==> src/rtl/instr_fetch.sv <==
// Instruction fetch unit: pulls one or two bytes per instruction over a req/ack
// byte port, holds the 16-bit word until the decoder accepts it, then steers the PC.
module instr_fetch #(
  parameter int                ADDR_W   = 8,
  parameter logic [ADDR_W-1:0] RESET_PC = '0
) (
  input  logic              clk,
  input  logic              reset,
  output logic              imem_req,
  output logic [ADDR_W-1:0] imem_addr,
  input  logic [7:0]        imem_rdata,
  input  logic              imem_ack,
  output logic [15:0]       instr,
  output logic              instr_valid,
  input  logic              instr_ready,
  input  logic [1:0]        pc_src,
  input  logic [ADDR_W-1:0] br_target,
  input  logic [ADDR_W-1:0] ra_target,
  input  logic [ADDR_W-1:0] jal_target,
  input  logic              halt,
  output logic [ADDR_W-1:0] pc,
  output logic [ADDR_W-1:0] pc_seq,
  output logic              halted,
  output logic [15:0]       instr_count
);

  typedef enum logic [2:0] {IDLE, FETCH0, FETCH1, VALID, HALT} state_t;

  state_t state, state_nxt;
  logic   accept;

  always_ff @(posedge clk or posedge reset) begin
    if (reset) state <= IDLE;
    else       state <= state_nxt;
  end

  // imem_ack only matters in the two fetch states, so stray acks fall through.
  always_comb begin
    state_nxt   = state;
    imem_req    = 1'b0;
    instr_valid = 1'b0;
    halted      = 1'b0;
    case (state)
      IDLE:   state_nxt = FETCH0;
      FETCH0: begin
        imem_req = 1'b1;
        if (imem_ack) state_nxt = (imem_rdata[7:6] == 2'b11) ? FETCH1 : VALID;
      end
      FETCH1: begin
        imem_req = 1'b1;
        if (imem_ack) state_nxt = VALID;
      end
      VALID: begin
        instr_valid = 1'b1;
        if (instr_ready) state_nxt = halt ? HALT : FETCH0;
      end
      HALT:    halted = 1'b1;
      default: state_nxt = IDLE;
    endcase
  end

  assign accept    = instr_valid & instr_ready;
  assign imem_addr = (state == FETCH1) ? pc + ADDR_W'(1) : pc;
  assign pc_seq    = pc + ((instr[7:6] == 2'b11) ? ADDR_W'(2) : ADDR_W'(1));

  always_ff @(posedge clk or posedge reset) begin
    if (reset) begin
      pc          <= RESET_PC;
      instr       <= 16'h0000;
      instr_count <= 16'h0000;
    end else begin
      if (state == FETCH0 && imem_ack) instr <= {8'h00, imem_rdata};
      if (state == FETCH1 && imem_ack) instr[15:8] <= imem_rdata;
      if (accept) begin
        instr_count <= instr_count + 16'd1;
        case (pc_src)
          2'b00: pc <= pc_seq;
          2'b01: pc <= br_target;
          2'b10: pc <= ra_target;
          2'b11: pc <= jal_target;
          default: pc <= pc_seq;
        endcase
      end
    end
  end

endmodule
==> config.mk <==
export PLATFORM = sky130hd
export DESIGN_NAME = instr_fetch
export DESIGN_NICKNAME = d
export VERILOG_FILES = /design/src/rtl/instr_fetch.sv
export SDC_FILE = /design/constraint.sdc
export NUM_CORES = 1
export LEC_CHECK = 0
export CAP_MARGIN = 20
export CELL_PAD_IN_SITES_DETAIL_PLACEMENT = 1
export CELL_PAD_IN_SITES_GLOBAL_PLACEMENT = 1
export CORE_MARGIN = 5
export CORE_UTILIZATION = 32
export CTS_BUF_LIST = sky130_fd_sc_hd__clkbuf_4 sky130_fd_sc_hd__clkbuf_8 sky130_fd_sc_hd__clkbuf_16
export CTS_CLUSTER_DIAMETER = 120
export DETAILED_ROUTE_END_ITERATION = 10
export PLACE_DENSITY = 0.92
export SLEW_MARGIN = 20
export SYNTH_ARGS = -nofsm -noshare
export SYNTH_HDL_FRONTEND = slang
export SYNTH_SLANG_ARGS = --single-unit
==> constraint.sdc <==
create_clock -name clk -period 2.33 [get_ports clk]
set_input_delay 0.233 -clock clk [delete_from_list [all_inputs] [get_ports clk]]
set_output_delay 0.233 -clock clk [all_outputs]
set_load 0.005 [all_outputs]
# == After elaboration in Yosys (flattened, before gate mapping) ==
# Cells that the tools add are included.
# word_totals
n_memories,0
in_bits,39
mem_bits_ro,0
latchBits,0
ff_bits,43
mem_bits_rw,0
output_inout_bits,59
elab_cells,43
# op_classes
add_sub_neg,3
eq_ne,12
n_lt_le_gt_ge,0
reduce_logical,7
n_div,0
mul,0
shift,0
n_mux,14
bitwise_logic,2
# ops
op,count
8-bit case mux with 4 select lines,1
"16-bit by 1-bit adder with 16-bit output, second input constant",1
16-bit 2-to-1 mux,1
8-bit 2-to-1 mux,2
3-bit case mux with 5 select lines,1
3-bit 2-to-1 mux,4
"8-bit by 1-bit adder with 8-bit output, second input constant",1
8-bit by 2-bit adder with 8-bit output,1
"2-bit == test, second input constant",4
"3-bit by 2-bit == test with 1-bit output, second input constant",2
"2-bit inequality test, second input constant",3
1-bit 2-to-1 mux,4
4-bit AND reduction,1
"3-bit by 1-bit == test with 1-bit output, second input constant",1
"3-bit == test, second input constant",1
3-bit logical NOT,1
"2-bit by 1-bit == test with 1-bit output, second input constant",1
1-bit logical AND,2
2-bit logical NOT,1
2-bit 2-to-1 mux,1
2-bit nonzero test,1
2-bit OR reduction,1
1-bit bitwise AND,1
1-bit NOT,1

# == Logic depth before layout (Yosys ltp) ==
# logic_depth
depth_word,4
depth_mapped,8

# == Worst setup path after synthesis ==
# No wires, ideal clock.
# synth_path
kind,register to register
start,register instr[6]
end,register pc[4]
setup_slack_ps,321
synth_period_minus_slack_ps,2009
path_stages_with_launch,9
arrival_time_ps,1879
cell_sequence,dfrtp_1 > nand2_1 > ha_1 > inv_1 > fa_1 > nand3b_1 > xnor2_1 > a222oi_1 > o21ai_0
# synth_between
elab_chain_cells,4
# synth_rtl
item,line,source
"start, declared",13,"output logic [15:0] instr,"
"start signal, assigned",72,"if (state == FETCH0 && imem_ack) instr <= {8'h00, imem_rdata};"
2-bit == test,64,assign pc_seq = pc + ((instr[7:6] == 2'b11) ? ADDR_W'(2) : ADDR_W'(1));
2-bit 2-to-1 mux,64,
8-bit by 2-bit adder with 8-bit output,64,
named net pc_seq[4],22,"output logic [ADDR_W-1:0] pc_seq,"
8-bit case mux with 4 select lines,76,case (pc_src)
"end signal, assigned",77,2'b00: pc <= pc_seq;
"end signal, assigned",78,2'b01: pc <= br_target;
"end signal, assigned",79,2'b10: pc <= ra_target;
"end, declared",21,"output logic [ADDR_W-1:0] pc,"
# The timed path passes the listed nets, and every way through them passes these cells.
# A chain may end at the register's enable or synchronous reset.

# == Worst setup path in the final report ==
# layout_path
start,register instr[7]
end,output port pc_seq[6]
# layout_between
elab_chain_cells,3
# layout_rtl
item,line
2-bit == test,64
2-bit 2-to-1 mux,64
8-bit by 2-bit adder with 8-bit output,64
"end, declared",22
# Every way passes these cells.

==> impl_metrics.ini <==
[clock_network]
clockRootBuffer = clkbuf_8
cts_htree_levels = 2
clkSinkCount = 43
path_clk_slew_ns = 0.08
clockBufferDepth = 2
insertion_delay_ns = 0.29
ctsHoldBuffers = 0
numCtsBuffers = 5
cts_tree = yes

[grt]
grt_first_pass_wirelength_um = 11600
grt_use_total_pct = 16.2
antenna_found_initial = 0
grt_overflow_total = 0
grt_max_degree = 21
grt_pass1_vias = 2350

[synth]
ys_types = 42
syn-num-nets = 265
async_flop_share_pct = 100
synth_common_cells = dfrtp_1, nand2_1, xnor2_1, mux2_2, nor2_1
synth_seq_cells = 43
postSynthAreaPerCell_um2 = 10.6
synth_area_um2 = 2330
synth_flop_cell = dfrtp_1
synth.top_cell.area_share_pct = 46.1
synth_edf_count = 0
syn_inst = 221
yosys.area.top_type = dfrtp_1
ys_warn_count = 0
ys_seq_area_share_pct = 46.1
synthTopCellsByArea = dfrtp_1, xnor2_1, mux2_2
synth.most_common_cell = dfrtp_1

[worst_setup_path]
worstRegToRegCells = 10
crit_slowest_cell = dfrtp_1
end_kind = output pin
cpPeakStageDelay_ns = 0.40
timing.rr.start = instr[7]$_DFFE_PP0P_
crit_type = flip-flop to output pin
crit_path_start_kind = flip-flop
r2r_slack_ns = 0.09
critPathMaxFanout = 3
r2r_end = pc[4]$_DFFE_PP0P_
cp_data_required_time_ns = 2.10
cp.arrival_ns = 2.05
crit_family = adder cells
cp_cell_sequence = nand2_2 > ha_4 > inv_2 > fa_2 > buf_4 > nor2_2 > xor2_1 > clkdlybuf4s15_1
path_buf_inv = 3
cp_num_cells = 8

[timing]
post-route-period-util_pct = 98.0
fin_skew_ns = 0.00508
clock.fmax_ghz = 0.438
setup_viol = 0
relSlewSlack_pct = 67.0
period_needed_ns = 2.28
worst_pin_slew_ns = 0.494
hold_viol_final = 0
drv_slew = 0
setup_tns_ns = 0

[detailed_routing]
drt-initial-drc-count = 54
avgRoutedWirePerCell_um = 17.0
drc = 0
drtPass1Iterations = 5
antenna_left = 0
totalWireLength_um = 7420
vias = 2159
drt-vias-per-instance = 4.95

[floorplan]
dieArea_um2 = 9100
io_pins = 98
num_rows = 31
die_w_um = 95.4
core_um2 = 7180
die_h_um = 95.4
start_util_pct = 32.5

[placement]
place.gp.congestion = 0.806
place_inst = 421
dpl.hpwl_um = 5770
port_buffers = 97

[finish]
n_fill_cell = 798
final_nets = 380
areaGrowthSynthToFinish_pct = 61.2
antenna_cells = 0
layout-drive-gt1-share_pct = 19.6
multiInputGateArea_um2 = 1230
instances_no_fill = 436
regArea_um2 = 1080
utilization_pct = 52.4

[job]
maxCapViolations = 0

[power_and_ir_drop]
p_leak_nw = 1.62
peakVddDrop_v = 0.000618
power_density_nw_per_um2 = 1150

[status]
status = finished clean

[worst_hold_path]
hold_path_class = primary input to asynchronous set/reset pin
==> worst max-delay path by stage <==
stage,from,to
detailed placement,instr[6]$_DFFE_PP0P_,pc_seq[4]
global route,instr[7]$_DFFE_PP0P_,pc_seq[6]
CTS,instr[6]$_DFFE_PP0P_,pc_seq[4]
floorplan,instr[6]$_DFFE_PP0P_,pc[4]$_DFFE_PP0P_
finish,instr[7]$_DFFE_PP0P_,pc_seq[6]
global placement,instr[6]$_DFFE_PP0P_,pc_seq[4]
==> worst reg2reg max path: stages (launching register included) <==
cell	delay (ns)
dfrtp_1	0.40
nand2_2	0.12
ha_4	0.15
inv_2	0.04
fa_2	0.38
buf_6	0.13
nand3b_1	0.19
xnor2_2	0.18
buf_4	0.14
a222oi_1	0.29
o21ai_1	0.11
==> cells in the final DEF, fill, tap and decap left out, types with 4 or more instances in the layout <==
master / n
nor2_1: 10
nand2_1: 23
dlymetal6s2s_1: 4
xnor2_1: 20
nand4_1: 8
xor2_1: 8
a22o_1: 8
dfrtp_1: 41
o21ai_0: 8
mux2_2: 12
nand3_1: 9
inv_1: 5
buf_4: 24
clkdlybuf4s50_1: 90
clkbuf_8: 5
==> sequential cells by signal (all words and copies together) (netlist names) <==
name,count
instr,16
instr_count,16
pc,8
state,3
==> layout make-up <==
cell class,count,area share [%]
Clock buffer,6,2.03
Clock inverter,2,1.60
Inverter,7,0.699
Multi-Input combinational cell,157,32.7
Sequential cell,43,28.7
Tap cell,99,3.30
Timing Repair Buffer,122,31.0
==> report_power, final <==
part	switching (W)	internal (W)	total (W)
Sequential	0.000267	0.000997	0.00126
Combinational	0.000915	0.00144	0.00236
Clock	0.000256	0.000440	0.000696
==> cells by family after synthesis <==
family	count (synthesis)	share of synthesized area, %
simple gates	75	16.8
flops	43	46.1
compound gates	32	9.76
xor+xnor	29	10.9
buf+inv	21	4.29
mux	16	9.12
fa+ha+maj	5	3.00
==> routing by layer <==
layer | up-vias | share of wire [%] | global-route usage [%]
met4 | 0 | 1.2 | 2.96
li1 | 1012 | - | -
met2 | 50 | 53 | 29.8
met3 | 10 | 3.6 | 3.00
met1 | 1087 | 42 | 19.9
met5 | - | 0 | 0
==> what timing repair did <==
item | in CTS | in global routing
setup buffers | 2 | 6
pin swaps | 3 | 9
resized for setup | 14 | 14
setup endpoints to repair | 6 | 8
==> per-stage QoR <==
| step | setup slack [ns] | cell area, um2 | power [W] | hold WS [ns] |
|---|---|---|---|---|
| 3_5_place_dp | -0.0243 | 3490 | 0.00346 | 0.482 |
| 3_3_place_gp | 0.0670 | 3490 | 0.00338 | 0.463 |
| 5_1_grt | -0.0413 | 3760 | 0.00459 | 0.292 |
| 4_1_cts | -0.0816 | 3690 | 0.00428 | 0.268 |
| 2_1_floorplan | 0.321 | 2330 | 0.00210 | 0.350 |
| 6_report | 0.0463 | 3760 | 0.00432 | 0.256 |
No activity file was read; power rests on OpenSTA's default activity.
